[src/rtl/cpu_pkg.sv]
// Shared CPU definitions: opcode constants, default widths and the byte-select state.
package cpu_pkg;

    localparam int unsigned DATA_W_DEF = 8;
    localparam int unsigned ADDR_W_DEF = 13;
    localparam int unsigned OPC_W      = 3;

    typedef enum logic [OPC_W-1:0] {
        HLT = 3'b000,
        SKZ = 3'b001,
        ADD = 3'b010,
        AND = 3'b011,
        XOR = 3'b100,
        LDA = 3'b101,
        STA = 3'b110,
        JMP = 3'b111
    } opcode_t;

    // Which half of the instruction the next captured byte fills.
    typedef enum logic {
        BYTE_HIGH = 1'b0,
        BYTE_LOW  = 1'b1
    } byte_sel_t;

endpackage

[src/rtl/cpu_fetch_unit_if.sv]
// Control/data bundle between the CPU controller (master) and the fetch unit (slave).
interface cpu_fetch_unit_if #(
    parameter int unsigned DATA_W = cpu_pkg::DATA_W_DEF,
    parameter int unsigned ADDR_W = cpu_pkg::ADDR_W_DEF
);
    logic [DATA_W-1:0] data_in;
    logic              rd;
    logic              load_ir;
    logic              inc_pc;
    logic              load_pc;
    logic              halt;
    logic              fetch;
    logic [2:0]        opcode;
    logic [ADDR_W-1:0] ir_addr;
    logic [ADDR_W-1:0] pc;
    logic [ADDR_W-1:0] addr;
    logic              ir_valid;
    logic              pc_overflow;

    modport master (
        output data_in, rd, load_ir, inc_pc, load_pc, halt, fetch,
        input  opcode, ir_addr, pc, addr, ir_valid, pc_overflow
    );

    modport slave (
        input  data_in, rd, load_ir, inc_pc, load_pc, halt, fetch,
        output opcode, ir_addr, pc, addr, ir_valid, pc_overflow
    );
endinterface

[src/rtl/cpu_pc_counter.sv]
// Program counter with halt > load > increment priority.
// Optional sticky wrap trap enabled by CPU_FETCH_PC_WRAP_TRAP_EN.
module cpu_pc_counter #(
    parameter int unsigned ADDR_W   = cpu_pkg::ADDR_W_DEF,
    parameter int unsigned RESET_PC = 0
) (
    input  logic              clk,
    input  logic              rst,
    input  logic              halt,
    input  logic              load_pc,
    input  logic              inc_pc,
    input  logic [ADDR_W-1:0] load_val,
    output logic [ADDR_W-1:0] pc,
    output logic              pc_overflow
);
    localparam logic [ADDR_W-1:0] PC_MAX  = '1;
    localparam logic [ADDR_W-1:0] PC_INIT = ADDR_W'(RESET_PC);

    logic [ADDR_W-1:0] pc_next;

`ifdef CPU_FETCH_PC_WRAP_TRAP_EN
    logic ovf;
    logic ovf_next;

    always_ff @(posedge clk or posedge rst) begin
        if (rst) begin
            pc  <= PC_INIT;
            ovf <= 1'b0;
        end else begin
            pc  <= pc_next;
            ovf <= ovf_next;
        end
    end

    // Increment at the top of memory saturates and raises the sticky trap.
    always_comb begin
        pc_next  = pc;
        ovf_next = ovf;
        if (!halt) begin
            if (load_pc) begin
                pc_next = load_val;
            end else if (inc_pc && !ovf) begin
                if (pc == PC_MAX) begin
                    ovf_next = 1'b1;
                end else begin
                    pc_next = pc + ADDR_W'(1);
                end
            end
        end
    end

    assign pc_overflow = ovf;
`else
    always_ff @(posedge clk or posedge rst) begin
        if (rst) begin
            pc <= PC_INIT;
        end else begin
            pc <= pc_next;
        end
    end

    // Plain modulo-2^ADDR_W increment.
    always_comb begin
        pc_next = pc;
        if (!halt) begin
            if (load_pc) begin
                pc_next = load_val;
            end else if (inc_pc) begin
                pc_next = pc + ADDR_W'(1);
            end
        end
    end

    assign pc_overflow = 1'b0;
`endif

endmodule

[src/rtl/cpu_fetch_unit.sv]
// Fetch unit: assembles 16-bit instructions from two byte reads, owns the PC and the address mux.
// Optional PC wrap trap: CPU_FETCH_PC_WRAP_TRAP_EN (see cpu_pc_counter).
module cpu_fetch_unit
    import cpu_pkg::*;
#(
    parameter int unsigned DATA_W   = DATA_W_DEF,
    parameter int unsigned ADDR_W   = ADDR_W_DEF,
    parameter int unsigned RESET_PC = 0
) (
    input logic             clk,
    input logic             rst,
    cpu_fetch_unit_if.slave bus
);
    localparam int unsigned IR_W = 2 * DATA_W;

    byte_sel_t         state;
    byte_sel_t         state_next;
    logic [IR_W-1:0]   ir;
    logic [IR_W-1:0]   ir_next;
    logic              ir_valid;
    logic              ir_valid_next;
    logic              fetch_q;
    logic              capture;
    logic              abort;
    logic [ADDR_W-1:0] pc;
    logic              pc_overflow;

    assign capture = bus.load_ir & bus.rd;
    assign abort   = fetch_q & ~bus.fetch;

    always_ff @(posedge clk or posedge rst) begin
        if (rst) begin
            state    <= BYTE_HIGH;
            ir       <= '0;
            ir_valid <= 1'b0;
            fetch_q  <= 1'b0;
        end else begin
            state    <= state_next;
            ir       <= ir_next;
            ir_valid <= ir_valid_next;
            fetch_q  <= bus.fetch;
        end
    end

    // Byte assembly; halt freezes the IR and the byte selector.
    always_comb begin
        state_next    = state;
        ir_next       = ir;
        ir_valid_next = ir_valid;
        if (!bus.halt) begin
            case (state)
                BYTE_HIGH: begin
                    if (capture) begin
                        ir_next[IR_W-1:DATA_W] = bus.data_in;
                        ir_valid_next          = 1'b0;
                        state_next             = BYTE_LOW;
                    end
                end
                BYTE_LOW: begin
                    if (abort) begin
                        ir_valid_next = 1'b0;
                        state_next    = BYTE_HIGH;
                    end else if (capture) begin
                        ir_next[DATA_W-1:0] = bus.data_in;
                        ir_valid_next       = 1'b1;
                        state_next          = BYTE_HIGH;
                    end
                end
                default: state_next = BYTE_HIGH;
            endcase
        end
    end

    cpu_pc_counter #(
        .ADDR_W   (ADDR_W),
        .RESET_PC (RESET_PC)
    ) u_pc (
        .clk         (clk),
        .rst         (rst),
        .halt        (bus.halt),
        .load_pc     (bus.load_pc),
        .inc_pc      (bus.inc_pc),
        .load_val    (ir[ADDR_W-1:0]),
        .pc          (pc),
        .pc_overflow (pc_overflow)
    );

    assign bus.opcode      = ir[IR_W-1 -: 3];
    assign bus.ir_addr     = ir[ADDR_W-1:0];
    assign bus.ir_valid    = ir_valid;
    assign bus.pc          = pc;
    assign bus.pc_overflow = pc_overflow;
    assign bus.addr        = bus.fetch ? pc : ir[ADDR_W-1:0];

endmodule

[src/flat_wrapper.sv]
// flat-port wrapper written by rule: the top's interface ports become plain ports
module cpu_fetch_unit_flat import cpu_pkg::*;
#(
    parameter int unsigned DATA_W   = DATA_W_DEF,
    parameter int unsigned ADDR_W   = ADDR_W_DEF,
    parameter int unsigned RESET_PC = 0
)
  (clk, rst, bus_data_in, bus_rd, bus_load_ir, bus_inc_pc, bus_load_pc, bus_halt, bus_fetch, bus_opcode, bus_ir_addr, bus_pc, bus_addr, bus_ir_valid, bus_pc_overflow);
  cpu_fetch_unit_if #(.DATA_W(DATA_W), .ADDR_W(ADDR_W)) bus_i ();
  input logic clk;
  input logic rst;
  input wire logic [$bits(bus_i.data_in)-1:0] bus_data_in;
  input wire logic [$bits(bus_i.rd)-1:0] bus_rd;
  input wire logic [$bits(bus_i.load_ir)-1:0] bus_load_ir;
  input wire logic [$bits(bus_i.inc_pc)-1:0] bus_inc_pc;
  input wire logic [$bits(bus_i.load_pc)-1:0] bus_load_pc;
  input wire logic [$bits(bus_i.halt)-1:0] bus_halt;
  input wire logic [$bits(bus_i.fetch)-1:0] bus_fetch;
  output wire logic [$bits(bus_i.opcode)-1:0] bus_opcode;
  output wire logic [$bits(bus_i.ir_addr)-1:0] bus_ir_addr;
  output wire logic [$bits(bus_i.pc)-1:0] bus_pc;
  output wire logic [$bits(bus_i.addr)-1:0] bus_addr;
  output wire logic [$bits(bus_i.ir_valid)-1:0] bus_ir_valid;
  output wire logic [$bits(bus_i.pc_overflow)-1:0] bus_pc_overflow;
  assign bus_i.data_in = bus_data_in;
  assign bus_i.rd = bus_rd;
  assign bus_i.load_ir = bus_load_ir;
  assign bus_i.inc_pc = bus_inc_pc;
  assign bus_i.load_pc = bus_load_pc;
  assign bus_i.halt = bus_halt;
  assign bus_i.fetch = bus_fetch;
  assign bus_opcode = bus_i.opcode;
  assign bus_ir_addr = bus_i.ir_addr;
  assign bus_pc = bus_i.pc;
  assign bus_addr = bus_i.addr;
  assign bus_ir_valid = bus_i.ir_valid;
  assign bus_pc_overflow = bus_i.pc_overflow;
  cpu_fetch_unit #(.DATA_W(DATA_W), .ADDR_W(ADDR_W), .RESET_PC(RESET_PC)) u_core (.clk(clk), .rst(rst), .bus(bus_i));
endmodule
[config.mk]
export PLATFORM = sky130hd
export DESIGN_NAME = cpu_fetch_unit_flat
export DESIGN_NICKNAME = d
export VERILOG_FILES = /design/src/rtl/cpu_pkg.sv /design/src/rtl/cpu_fetch_unit_if.sv /design/src/rtl/cpu_pc_counter.sv /design/src/rtl/cpu_fetch_unit.sv /design/src/flat_wrapper.sv
export SDC_FILE = /design/constraint.sdc
export NUM_CORES = 1
export LEC_CHECK = 0
export CORE_MARGIN = 4
export CORE_UTILIZATION = 60
export DETAILED_ROUTE_END_ITERATION = 6
export DONT_BUFFER_PORTS = 1
export GPL_TIMING_DRIVEN = 1
export PLACE_DENSITY = 0.81
export SLEW_MARGIN = 20
export SYNTH_ARGS = -nofsm -noshare
export SYNTH_HDL_FRONTEND = slang
export SYNTH_HIERARCHICAL = 1
export SYNTH_SLANG_ARGS = --single-unit
[constraint.sdc]
create_clock -name clk -period 1.76 [get_ports clk]
set_input_delay 0.528 -clock clk [delete_from_list [all_inputs] [get_ports clk]]
set_output_delay 0.528 -clock clk [all_outputs]
set_load 0.02 [all_outputs]
* Word-level counts from Yosys, hierarchy flattened *
Cells that the tools add are included.

cells by class
  $add $sub $neg = 1
  equality and inequality tests = 2
  muxes and demuxes = 11
  bitwise logic cells = 6
  reductions and logical operators = 5

operator list
  operator               count
  $mux 13                3
  $add 13x1->13 const B  1
  $mux 1                 6
  $reduce_and 3->1       2
  $not 1->1              4
  $pmux 1 s2             2
  $reduce_and 4->1       1
  $ne 3x3->1 const B     1
  $and 1x1->1            2
  $ne 2x1->1 const B     1
  $reduce_and 2->1       1
  $reduce_bool 2->1      1

word-level totals
  flip-flop bits (word level) = 32
  input bits = 16
  output and inout port bits = 44
  word-level logic and storage cells = 31

* Longest topological paths before layout *
  depth after elaboration = 4
  mapped depth = 6
  gate-level depth less buffers = 5

* Modules after synthesis *
The synthesis kept the hierarchy.

modules (own cells, without submodules)
  module          instances  cells an instance  area an instance (sq um)
  cpu_fetch_unit  1          59                 909.6
  cpu_pc_counter  1          99                 859.6

* Worst setup path after synthesis *
OpenSTA, ideal clock, no wires.

  path type = input to output
  from = input bus_fetch
  to = output bus_addr[0]
  arrival = 1.120 ns
  setup slack = 0.112 ns
  cell stages on the path = 2
  buffers on the path = 1
  path through = buf_2 -> mux2_2

on the way
  cells in the longest elaborated chain, start to end = 1

RTL lines
  item             line                  source
  start, declared  flat_wrapper.sv:18    input wire logic [$bits(bus_i.fetch)-1:0] bus_fetch;
  $mux 13          cpu_fetch_unit.sv:93  assign bus.addr = bus.fetch ? pc : ir[ADDR_W-1:0];
  end, declared    flat_wrapper.sv:22    output wire logic [$bits(bus_i.addr)-1:0] bus_addr;

Every way passes these cells.

* Final worst setup path *
  from = register u_core.u_pc.pc[1]
  to = output bus_addr[1]

on the way
  cells in the longest elaborated chain, start to end = 1

RTL lines
  item                    line                  source
  start, declared         cpu_pc_counter.sv:13  output logic [ADDR_W-1:0] pc,
  start signal, assigned  cpu_pc_counter.sv:58  pc <= pc_next;
  $mux 13                 cpu_fetch_unit.sv:93

Every way passes these cells.

==> metrics.yaml <==
run_status:
  status: "finished, final reports clean"
cells_and_area:
  layout-drive-gt1-share_pct: 45.6
  syn_to_final_growth_pct: 10.0
  multiInputGateArea_um2: 903
  fin_nets: 187
  fill_cells: 201
  final_cells: 202
  regArea_um2: 820
  n_antenna_cell: 0
floorplanning:
  std_cell_rows: 19
  initial_core_util_pct: 63.6
  core_area_um2: 2780
  die_y_um: 62.3
  io_pins: 60
  die_w_um: 62.3
  dieArea_um2: 3880
place:
  dpl.cell_count: 192
  gp_congestion: 0.842
  dp_hpwl_um: 3080
  io_buffers: 0
synthesis:
  synth_edf_count: 0
  synth-main-ff-cell: "dfrtp_1"
  yosys-top-cells-area: "dfrtp_1 45%, mux2_2 19%, nand3_1 3.1%"
  syn_area_um2: 1770
  synth_top_area_share_pct: 45.3
  synth_commonest_cells: "32 x dfrtp_1, 30 x mux2_2, 11 x nand3_1"
  seq_area_frac_synth_pct: 45.3
  async_reset_ff_share_pct: 100
  synthCells: 158
  ys_ff_latch: 32
  synth_nets: 175
  synthMostInstantiatedCell: "dfrtp_1"
  ys_warn_count: 6
  synth_area_per_cell_um2: 11.2
  yosys.cell_types.count: 39
  synth_top_area_cell: "dfrtp_1"
hold_path:
  hold_path_class: "in -> async"
clock_tree:
  hold_buffers: 0
  clockBufferDepth: 2
  clock-sinks: 32
  cts_tree: "yes"
  cts_buffers: 5
  cts_root_buf: "clkbuf_4"
  htreeDepth: 2
  insertion_delay_ps: 340
  path_clk_slew_ps: 100
sta:
  relSlewSlack_pct: 65.2
  fin_crit_ps: 1730
  worst_slew_pin_slew_ps: 521
  finClkSkew_ps: 5.51
  holdWs_ps: 87.2
  final-max-slew-violation-count: 0
  grt_setup_unrepaired: "false"
  hold_violations: 0
  layout_worst_path_cycle_share_pct: 98.4
  fmax_ghz: 0.577
  setup-violations-final: 0
  finalSetupTns_ps: 0
critical_path:
  reg2reg_slack_ps: 160
  startpoint_type: "register"
  path_class: "reg -> out"
  worstPathMaxFanout: 4
  endpoint_kind: "output pin"
  r2r-start: "u_core/u_pc/pc[0]"
  r2r_cells: 6
  cp.arrival_ps: 1200
  worstPathRequired_ps: 1230
  worstReg2RegEnd: "u_core/u_pc/pc[12]"
drt:
  drtAntennaViolNets: 0
  dr_total_vias: 1406
  routed_via_density: 6.96
  drt_iter0_markers: 142
  wire_per_inst_um: 21.0
  wl_um: 4240
  drc: 0
  dr.pass1.iters: 4
global_routing:
  overflow: 0
  grt_usage_pct: 22.4
  grt_max_degree: 22
  antenna_found_initial: 0
  first_global_vias: 1388
  grt_pass1_wl_um: 6980
power:
  ir_drop_mv: 1.10
  leakagePower_nw: 0.829
  p_per_area_nw_per_um2: 1500
job:
  drv_cap: 0
==> routing by layer <==
| layer | vias to the layer above | share of wire [%] | track usage [%] |
|---|---|---|---|
| li1 | 612 | - | - |
| met1 | 678 | 37 | 27.5 |
| met2 | 101 | 46 | 34.3 |
| met3 | 15 | 14 | 9.91 |
| met4 | 0 | 2.9 | 9.28 |
| met5 | - | 0 | 0 |
==> flip-flops by register name (all words and copies together) (netlist names) <==
signal,flops
u_core/fetch_q,1
u_core/u_pc/pc,13
u_core/ir,16
u_core/state,1
u_core/bus.ir_valid,1
==> worst max-delay path by stage <==
stage                            startpoint                  to  slack [ps]  cells past startpoint
after global placement          bus_load_ir        u_core/ir[9]         280                      3
after floorplan                   bus_fetch         bus_addr[0]         110                      2
final                     u_core/u_pc/pc[1]         bus_addr[1]          30                      2
after CTS                     u_core/ir[11]        bus_addr[11]           1                      1
after detailed placement  u_core/u_pc/pc[5]  u_core/u_pc/pc[11]         200                      4
after global routing           u_core/ir[0]         bus_addr[0]           5                      1
==> cells in the final DEF, fill, tap and decap left out, types with 4 or more instances in the layout <==
master	n
o21ai_0	10
and3_1	4
nand3_1	11
buf_4	14
nor2_1	5
clkbuf_4	5
mux2_2	27
dfrtp_2	15
a21oi_1	8
nand2_1	9
dfrtp_1	17
a2bb2oi_1	4
==> cells by family after synthesis <==
group | synth area share (%)
compound gates | 15.2
fa+ha+maj | 0.707
buf+inv | 4.31
flops | 45.3
mux | 20.8
other cells | 0.212
simple gates | 13.5
==> through the flow <==
stage          cell area [µm²]  power (mW)  setup slack [ps]  utilization [%]
3_3_place_gp              1840        2.38               283             66.2
6_report                  1950        2.92              27.5             70.0
2_1_floorplan             1770        2.11               112                -
3_5_place_dp              1840        2.42               204             66.2
5_1_grt                   1950        3.08              4.88             70.0
4_1_cts                   1920        2.88              1.47             69.1
==> worst max-delay path, stage by stage (launching register included) <==
cell and delay (ps):
dfrtp_1 400, buf_4 170, mux2_4 300
==> power by group <==
part | switching, mW | internal (mW)
logic | 0.563 | 0.461
registers | 0.485 | 0.988
clock network | 0.263 | 0.159
==> cell type report <==
class,instances,share of cell area [%]
sequential,32,42.1
multi-input combinational,113,46.4
clock buffer,6,2.12
clock inverter,2,0.835
timing repair buffer,15,5.98
inverter,3,0.578
tap,31,1.99
==> repair_timing <==
item / 4_1_cts / 5_1_grt
setup endpoints to repair: 6 / 11
pin swaps: 0 / 0
buffers inserted: 2 / 0
gates resized for setup: 5 / 14
Power figures use the tool's default switching activity.
